===== config.mk =====
export PLATFORM = sky130hd
export DESIGN_NAME = fetch_decode_stage
export DESIGN_NICKNAME = d
export VERILOG_FILES = /design/src/rtl/fetch_decode_stage.sv
export SDC_FILE = /design/constraint.sdc
export NUM_CORES = 1
export LEC_CHECK = 0
export BUFFER_PORTS_ARGS = -buffer_cell sky130_fd_sc_hd__buf_2
export CAP_MARGIN = 40
export CORE_MARGIN = 2
export CORE_UTILIZATION = 42
export CTS_BUF_LIST = sky130_fd_sc_hd__clkbuf_8 sky130_fd_sc_hd__clkbuf_16
export CTS_CLUSTER_DIAMETER = 60
export DETAILED_ROUTE_END_ITERATION = 8
export PLACE_DENSITY = 0.72
export SLEW_MARGIN = 15
export SYNTH_ARGS = -nofsm -noshare
export SYNTH_HDL_FRONTEND = slang
export SYNTH_SLANG_ARGS = --single-unit

===== constraint.sdc =====
create_clock -name clk -period 5.9 [get_ports clk]
set_clock_uncertainty 0.2 [all_clocks]
set_input_delay 0.59 -clock clk [delete_from_list [all_inputs] [get_ports clk]]
set_output_delay 0.59 -clock clk [all_outputs]
set_load 0.02 [all_outputs]

===== src/rtl/fetch_decode_stage.sv =====
// MIPS instruction fetch plus IF/ID pipeline register: PC drives imem_addr, word latched with its PC one cycle later.
// stall freezes PC and IF/ID; redirect beats stall for the PC, flush beats stall for IF/ID.
module fetch_decode_stage #(
    parameter logic [31:0] RESET_PC = 32'h0000_0000,
    parameter logic [31:0] NOP_WORD = 32'h0000_0000
) (
    input  logic        clk,
    input  logic        reset,
    input  logic        stall,
    input  logic        flush,
    input  logic        redirect_valid,
    input  logic [31:0] redirect_pc,
    output logic [31:0] imem_addr,
    input  logic [31:0] imem_rdata,
    output logic        id_valid,
    output logic [31:0] id_pc,
    output logic [31:0] id_pc4,
    output logic [31:0] id_instr,
    output logic [5:0]  id_opcode,
    output logic [4:0]  id_rs,
    output logic [4:0]  id_rt,
    output logic [4:0]  id_rd,
    output logic [4:0]  id_shamt,
    output logic [5:0]  id_funct,
    output logic [15:0] id_imm16,
    output logic [25:0] id_target26
);

    logic [31:0] r_pc;
    logic        r_id_valid;
    logic [31:0] r_id_pc;
    logic [31:0] r_id_pc4;
    logic [31:0] r_id_instr;

    logic [31:0] w_pc_plus4;
    logic [31:0] w_redirect_target;

    assign w_pc_plus4        = r_pc + 32'd4;
    assign w_redirect_target = {redirect_pc[31:2], 2'b00};

    always_ff @(posedge clk) begin
        if (reset) begin
            r_pc <= RESET_PC;
        end else if (redirect_valid) begin
            r_pc <= w_redirect_target;
        end else if (!stall) begin
            r_pc <= w_pc_plus4;
        end
    end

    // A redirect without stall drops the wrong-path word currently at imem_addr.
    always_ff @(posedge clk) begin
        if (reset || flush || (!stall && redirect_valid)) begin
            r_id_valid <= 1'b0;
            r_id_pc    <= 32'h0000_0000;
            r_id_pc4   <= 32'h0000_0000;
            r_id_instr <= NOP_WORD;
        end else if (!stall) begin
            r_id_valid <= 1'b1;
            r_id_pc    <= r_pc;
            r_id_pc4   <= w_pc_plus4;
            r_id_instr <= imem_rdata;
        end
    end

    assign imem_addr   = r_pc;
    assign id_valid    = r_id_valid;
    assign id_pc       = r_id_pc;
    assign id_pc4      = r_id_pc4;
    assign id_instr    = r_id_instr;
    assign id_opcode   = r_id_instr[31:26];
    assign id_rs       = r_id_instr[25:21];
    assign id_rt       = r_id_instr[20:16];
    assign id_rd       = r_id_instr[15:11];
    assign id_shamt    = r_id_instr[10:6];
    assign id_funct    = r_id_instr[5:0];
    assign id_imm16    = r_id_instr[15:0];
    assign id_target26 = r_id_instr[25:0];

endmodule

# Yosys cells after proc, flatten, opt, wreduce, memory -nomap -nowiden
# Index checks and enable logic that the tools add are counted.
dict set report word_totals {
  reg_bits 129
  elab_cells 15
  out_inout_bits 203
}
dict set report classes {
  n_eq_ne 1
  n_reduce_logical 5
  n_mux 2
  n_addsub 1
}
# cell n
set op_table {}
lappend op_table {{2-to-1 mux 32 bit} 2}
lappend op_table {{adder 32 x 3 -> 32 bit, second input constant} 1}
lappend op_table {{logical OR 1 bit} 2}
lappend op_table {{inequality test 2 x 1 -> 1 bit, second input constant} 1}
lappend op_table {{OR reduction 2 bit} 1}
lappend op_table {{logical AND 1 bit} 1}
lappend op_table {{zero test 1 bit} 1}

# Depth between registers and ports, before layout
# Gate-level depths: netlist (run 1).
dict set report logic_depth {
  depth_word 3
  mapped_depth 7
  depth_no_buf 6
}

# Worst setup path before layout (run 1)
# OpenSTA, ideal clock, no wires.
dict set report synth_timing {
  path_type {in2reg}
  from {input port stall}
  to {register r_pc[20] (netlist: imem_addr[20])}
  path_stages 6
  setup_slack_ns 3.552
  setup_ns 0.091
  arrival_ns 2.057
  required_time_ns 5.609
  path_cell_list {buf_4 nand2b_4 or4_1 buf_2 or3_1 a311oi_1}
}
dict set report synth_via {
  elab_chain_cells 1
}
# item line_no
set synth_lines {}
lappend synth_lines {{start, declared} 9} ;# input logic stall,
lappend synth_lines {{inequality test 2 x 1 -> 1 bit (no line)} -}
lappend synth_lines {{end signal, assigned} 45} ;# r_pc <= w_redirect_target;
lappend synth_lines {{end signal, assigned} 47} ;# r_pc <= w_pc_plus4;
lappend synth_lines {{end, declared} 29} ;# logic [31:0] r_pc;
# Every way passes these cells.
# A chain may end at the register's enable or synchronous reset.

# Final worst setup path (run 1)
dict set report layout_timing {
  from {input port stall}
  to {register r_id_instr[27] (netlist: id_instr[27])}
}
dict set report layout_via {
  elab_chain_cells 3
}
# item line_no
set layout_lines {}
lappend layout_lines {{zero test 1 bit} -}
lappend layout_lines {{logical AND 1 bit} 53} ;# if (reset || flush || (!stall && redirect_valid)) begin
lappend layout_lines {{logical OR 1 bit} 53}
lappend layout_lines {{end signal, assigned} 62} ;# r_id_instr <= imem_rdata;
lappend layout_lines {{end, declared} 33} ;# logic [31:0] r_id_instr;
# Several ways; a longest one is shown, not always the timed one.

==> metrics.md, run 1 <==
| Metric | Value |
|---|---|
| Global Route Usage Sum | `0.207` |
| Critical Path Sink Type | `register` |
| DRC violations left | `0` |
| Via-to-Cell Ratio | `4.99` |
| Chip width | `125 um` |
| Post-CTS setup repair buffer count | `0` |
| Leakage | `3.67 nW` |
| Post-CTS Hold Buffers | `0` |
| Mean Syn Cell Area | `9.01 um^2` |
| Max_slew headroom | `0.408` |
| Leading area contributor after synthesis | `dfxtp_1` |
| Hold Path Class | `in2reg` |
| Routed vias | `5175` |
| Area of the multi-input gates | `2780 um^2` |
| Placed cell count | `1005` |
| Fillers | `1355` |
| Maximum VDD drop | `0.169 mV` |
| Setup violators final | `0` |
| Area delta synth->final | `22.7%` |
| Cell Chain, Critical Path | `buf_4 > buf_16 > buf_4 > o21ai_4 > buf_4 > nor2_1` |
| Final hold vios | `0` |
| Final nets | `910` |
| Commonest non-fill, non-tap cell in the layout | `buf_2` |
| Post-synth EDFFs | `0` |
| CTS tree | `built` |
| Fin crit period | `~2.8 ns` |
| Most frequent cells in the layout | `buf_2, nor2_1, dfxtp_1` |
| Initial cell density of the core | `0.428` |
| Slew @ Worst Pin | `0.879 ns` |
| CP peak stage delay | `between 0.7 and 0.8 ns` |
| Fraction of layout cells with a size suffix above 1 | `0.374` |
| Setup repair after global routing missed its margin | `no` |
| Crit path max fanout | `79` |
| Pwr dens | `315 nW/um^2` |
| Root buffer cell | `clkbuf_16` |
| Synth async-reset ratio | `0` |
| Final Max Tran Viols | `0` |
| Synth warn | `0` |
| Synth unique cells | `48` |
| Register bit total from synthesis | `123` |
| Max Clk Rate | `0.361 GHz` |
| Final period util | `0.470` |
| Most used cell, CP | `buf_4` |
| H-tree depth | `4` |
| Post-Syn Area | `6170 um^2` |
| Num CTS Buffers | `17` |
| GPL Wtd Cong | `between 0.8 and 0.9` |
| CTS clk-pin slew, worst paths | `about 0.06 ns` |
| Buffers on Ports | `between 200 and 300` |
| Clock sinks | `123` |
| Type of origin of the critical path | `input pin` |
| CTS Buffer Depth | `2` |
| Post-DP HPWL | `11700 um` |
| Core Rows | `44` |
| I/O pins | `272` |
| Largest net degree at the start of global routing | `80` |
| Setup_tns | `0 ns` |
| DRT Wirelength | `16300 um` |
| Seq. cell area | `2460 um^2` |
| CP arrival | `~2.8 ns` |
| Outcome | `finished clean` |
| Post-cts sizing count | `0` |
| Critical path data required time | `5.96 ns` |
| Max-Cap Viols | `0` |
| Vias in the first global route | `between 4000 and 5000` |
| Cells after Synth | `685` |
| Synth area leaders | `dfxtp_1, mux2i_1, buf_4, nor2_1, xnor2_1` |
| Core area | `roughly 14000 um^2` |
| Post-detailed-route wirelength per cell | `15.7 um` |
| Die H | `125 um` |
| DRT Pass-1 Iters | `4` |
| Initial antenna violation count | `1` |
| Crit Path Class | `in2reg` |
| Initial DRC Count | `265` |
| Total gr overflow | `0` |
| Top cell type's share of synthesized area | `0.399` |
| First-pass GRT wire length | `25700 um` |
| Seq/Total Area, Yosys | `0.399` |
| Clk Latency, worst-skew pair | `0.42 ns` |
| Critical-path top delay cell | `buf_4` |
| Antenna-violating nets left | `0` |
| Finished Layout Cells | `slightly above 1000` |
| Predominant post-synthesis flop cell | `dfxtp_1` |
| Die Area | `around 16000 um^2` |
-- critical path: cells and delay by family --
family | cells | cell delay (ns)
buffers and inverters | 4 | 1.56
and+or+nand+nor | 1 | 0.15
AOI/OAI and AO/OA | 1 | 0.47
-- cell usage after synthesis, types with 3 or more instances --
cell type / number
nand2_1: 34
buf_6: 10
a211oi_2: 3
nor3_1: 13
nor4_1: 7
buf_2: 4
buf_4: 86
nor3_2: 3
a211oi_1: 25
dfxtp_1: 123
nor2_1: 127
mux2i_1: 70
a21oi_1: 21
a311oi_1: 3
clkbuf_1: 30
or3_1: 7
xor2_1: 23
nand3_1: 14
nand4_1: 7
o21ai_0: 5
xnor2_1: 28
-- routing by layer --
layer / GRT usage / vias to the layer above / part of all wire
li1: - / 2529 / -
met1: 0.256 / 2373 / 0.43
met2: 0.338 / 237 / 0.47
met3: 0.0526 / 36 / 0.069
met4: 0.0948 / 0 / 0.027
met5: 0 / - / 0
-- flip-flops by register name, indices dropped and copies added (netlist names) --
name / flops
id_pc4: 30
imem_addr: 30
id_pc: 30
id_instr: 32
id_valid: 1
-- kinds of logic after synthesis --
kind of cell	after synthesis	synth area share
simple gates	236	0.189
mux	70	0.113
buf+inv	141	0.155
flops	123	0.399
other cells	1	0.000607
xor+xnor	51	0.0724
fa+ha+maj	1	0.00203
compound gates	62	0.0683
-- per-stage QoR --
stage / setup slack (ns) / area [um^2] / hold WS [ns] / power (mW) / util
3_3_place_gp: 2.67 / 6840 / 0.234 / 1.16 / 0.474
3_5_place_dp: 2.66 / 6870 / 0.244 / 1.17 / 0.476
6_report: 3.13 / 7570 / 0.198 / 2.39 / 0.525
5_1_grt: 2.96 / 7570 / 0.189 / 2.48 / 0.525
4_1_cts: 3.13 / 7570 / 0.176 / 2.41 / 0.525
2_1_floorplan: 3.55 / 6190 / 0.326 / 1.11 / -
-- report_power, final --
part | internal (mW) | switching, mW
Combinational | 0.0949 | 0.148
Clock | 0.849 | 0.390
Sequential | 0.860 | 0.0458
Total | 1.80 | 0.584
-- final timing paths --
path | from | end | slack, ns | cells after the start
max reg2reg | imem_addr[2]$_SDFFE_PP0P_ | imem_addr[20]$_SDFFE_PP0P_ | 3.17 | 5
max | stall | id_instr[27]$_SDFFE_PP0N_ | 3.13 | 6
min reg2reg | id_valid$_SDFFE_PP0N_ | id_valid$_SDFFE_PP0N_ | 0.25 | 2
min | imem_rdata[9] | id_instr[9]$_SDFFE_PP0N_ | 0.20 | 3
-- final cells by class --
cell class              count  area share
diodes                      1    0.000330
clock buffers              18      0.0580
clock inverters            14      0.0350
inverters                   4     0.00198
multi-input cells         426       0.367
flip-flops and latches    123       0.325
well taps                 184      0.0304
repair buffers            268       0.182
(Power assumes the default switching activity.)
==> run 2, diff against run 1 <==
==> constraint.sdc (replaced) <==
create_clock -name clk -period 2.65 [get_ports clk]
set_clock_uncertainty 0.2 [all_clocks]
set_input_delay 0.265 -clock clk [delete_from_list [all_inputs] [get_ports clk]]
set_output_delay 0.265 -clock clk [all_outputs]
set_load 0.02 [all_outputs]
==> metrics.md, run 2 (synthesized netlist as in run 1, its figures left out) <==
| Metric | Value |
|---|---|
| First-pass GRT wire length | `27400 um` |
| Fin area | `8260 um^2` |
| CTS clk-pin slew, worst paths | `0.05 ns` |
| Max_slew headroom | `0.592` |
| Internal reg-to-reg setup slack | `0.27 ns` |
| Hold Slack | `0.0172 ns` |
| Die H | `125 um` |
| Critical path data required time | `2.77 ns` |
| Critical-path top delay cell | `or4_1` |
| Max-Cap Viols | `0` |
| Hold path depth | `3` |
| Largest net degree at the start of global routing | `88` |
| Core Rows | `44` |
| Initial cell density of the core | `0.428` |
| DP Area | `7010 um^2` |
| Crit path max-delay family | `simple AND/OR/NAND/NOR gates` |
| I/O pins | `272` |
| Clock sinks | `123` |
| Via-to-Cell Ratio | `4.94` |
| Outcome | `finished clean` |
| Placed cell count | `1025` |
| Area delta synth->final | `33.7%` |
| Final period util | `0.899` |
| Met3 WL | `928 um` |
| Slew @ Worst Pin | `about 0.61 ns` |
| Initial DRC Count | `293` |
| Post-detailed-route wirelength per cell | `15.4 um` |
| R2R depth | `4` |
| Post-DP HPWL | `11800 um` |
| Setup repair after global routing missed its margin | `no` |
| Seq pwr share | `0.393` |
| Routed vias | `5523` |
| Final nets | `slightly below 1000` |
| Max reg flops | `32` |
| Critical Path Sink | `imem_addr[20]$_SDFFE_PP0P_` |
| Critical Path Sink Type | `register` |
| R2R Path End | `imem_addr[20]$_SDFFE_PP0P_` |
| Total gr overflow | `0` |
| Metal-1 WL | `7500 um` |
| Die Area | `15700 um^2` |
| CTS tree | `built` |
| DRT Wirelength | `17300 um` |
| Sw Ratio | `0.249` |
| Setup violators final | `0` |
| Buffers on Ports | `263` |
| Hold Path Class | `in2reg` |
| Crit Path Class | `reg2reg` |
| CTS Buffer Depth | `2` |
| Crit path max fanout | `10` |
| Type of origin of the critical path | `register` |
| Fin crit period | `between 2 and 2.5 ns` |
| Chip width | `~130 um` |
| Maximum VDD drop | `0.423 mV` |
| Initial antenna violation count | `0` |
| Finished Core Util | `0.572` |
| Final hold vios | `0` |
| Finished Layout Cells | `~1100` |
| Vias in the first global route | `5078` |
| Internal | `roughly 3.8 mW` |
| Most frequent cells in the layout | `buf_2, nor2_1, dfxtp_1` |
| Num CTS Buffers | `17` |
| P_sw | `approximately 1.3 mW` |
| GPL Wtd Cong | `0.814` |
| H-tree depth | `4` |
| Max Clk Rate | `0.420 GHz` |
| Clock power frac | `0.478` |
| CP peak stage delay | `0.67 ns` |
| Clk Latency, worst-skew pair | `0.42 ns` |
| Leakage | `3.99 nW` |
| Final Max Tran Viols | `0` |
| Metal2 WL | `8530 um` |
| Pwr dens | `between 600 and 700 nW/um^2` |
| Cell Chain, Critical Path | `nand4_4 > or4_1 > or3_1 > a311oi_1` |
| Commonest non-fill, non-tap cell in the layout | `buf_2` |
| Bufs and invs on worst path | `0` |
| Reg-to-reg startpoint | `imem_addr[10]$_SDFFE_PP0P_` |
| DRC violations left | `0` |
| Antenna-violating nets left | `0` |
| Top Metal Used | `met4` |
| Root buffer cell | `clkbuf_16` |
| Critical path depth | `4` |
| Setup_tns | `0 ns` |
| Comb power frac | `0.129` |
| Core area | `14400 um^2` |
| DRT Pass-1 Iters | `5` |
| Global Route Usage Sum | `0.219` |
| Crit path launch | `imem_addr[10]$_SDFFE_PP0P_` |
| CP arrival | `2.50 ns` |
| Fraction of layout cells with a size suffix above 1 | `0.360` |
## run 2: cell type report
cell class	count	area (um^2)
Antenna cell	1	2.50
Inverter	4	15.0
Fill cell	1261	6170
Clock buffer	23	508
Timing Repair Buffer	350	2140
Clock inverter	8	116
Multi-Input combinational cell	426	2780
Tap cell	184	230
Sequential cell	123	2460
## run 2: worst min path at each step
| stage | from | to | slack (ns) |
|---|---|---|---|
| after detailed placement | id_valid$_SDFFE_PP0N_ | id_valid$_SDFFE_PP0N_ | 0.25 |
| after CTS | redirect_pc[31] | imem_addr[31]$_SDFFE_PP0P_ | 0.006 |
| after floorplan | redirect_pc[4] | imem_addr[4]$_SDFFE_PP0P_ | 0.21 |
| after global routing | stall | id_pc[9]$_SDFFE_PP0N_ | 0.02 |
| after global placement | id_valid$_SDFFE_PP0N_ | id_valid$_SDFFE_PP0N_ | 0.23 |
| final | stall | id_pc[9]$_SDFFE_PP0N_ | 0.02 |
## run 2: timing repair
item,in CTS,in global routing
buffers inserted,0,0
hold buffers,62,0
hold endpoints to repair,61,0
gates resized for setup,0,0
## run 2: tightest hold or removal path, stage by stage
cell and delay, ns:
buf_4 0.11, nand2b_4 0.15, a21oi_1 0.06
## run 2: power groups by stage
| stage | Combinational (mW) | Clock (mW) | Sequential, mW |
|---|---|---|---|
| 2_1_floorplan | 0.382 | 0 | 2.08 |
| 3_3_place_gp | 0.574 | 0 | 2.03 |
| 3_5_place_dp | 0.580 | 0 | 2.04 |
| 4_1_cts | 0.654 | 2.46 | 2.00 |
| 5_1_grt | 0.706 | 2.54 | 2.01 |
| 6_report | 0.654 | 2.43 | 2.00 |
## run 2: layer usage
metal,up-vias,global-route usage
li1,2693,-
met1,2580,0.281
met2,226,0.372
met3,24,0.0424
met4,0,0.0693
met5,-,0
## run 2: stage by stage
stage	worst slack, ns	total power [mW]
global route	0.0913	5.25
CTS	0.263	5.11
detailed placement	0.285	2.62
finish	0.268	5.08
global placement	0.347	2.61
floorplan	0.360	2.46
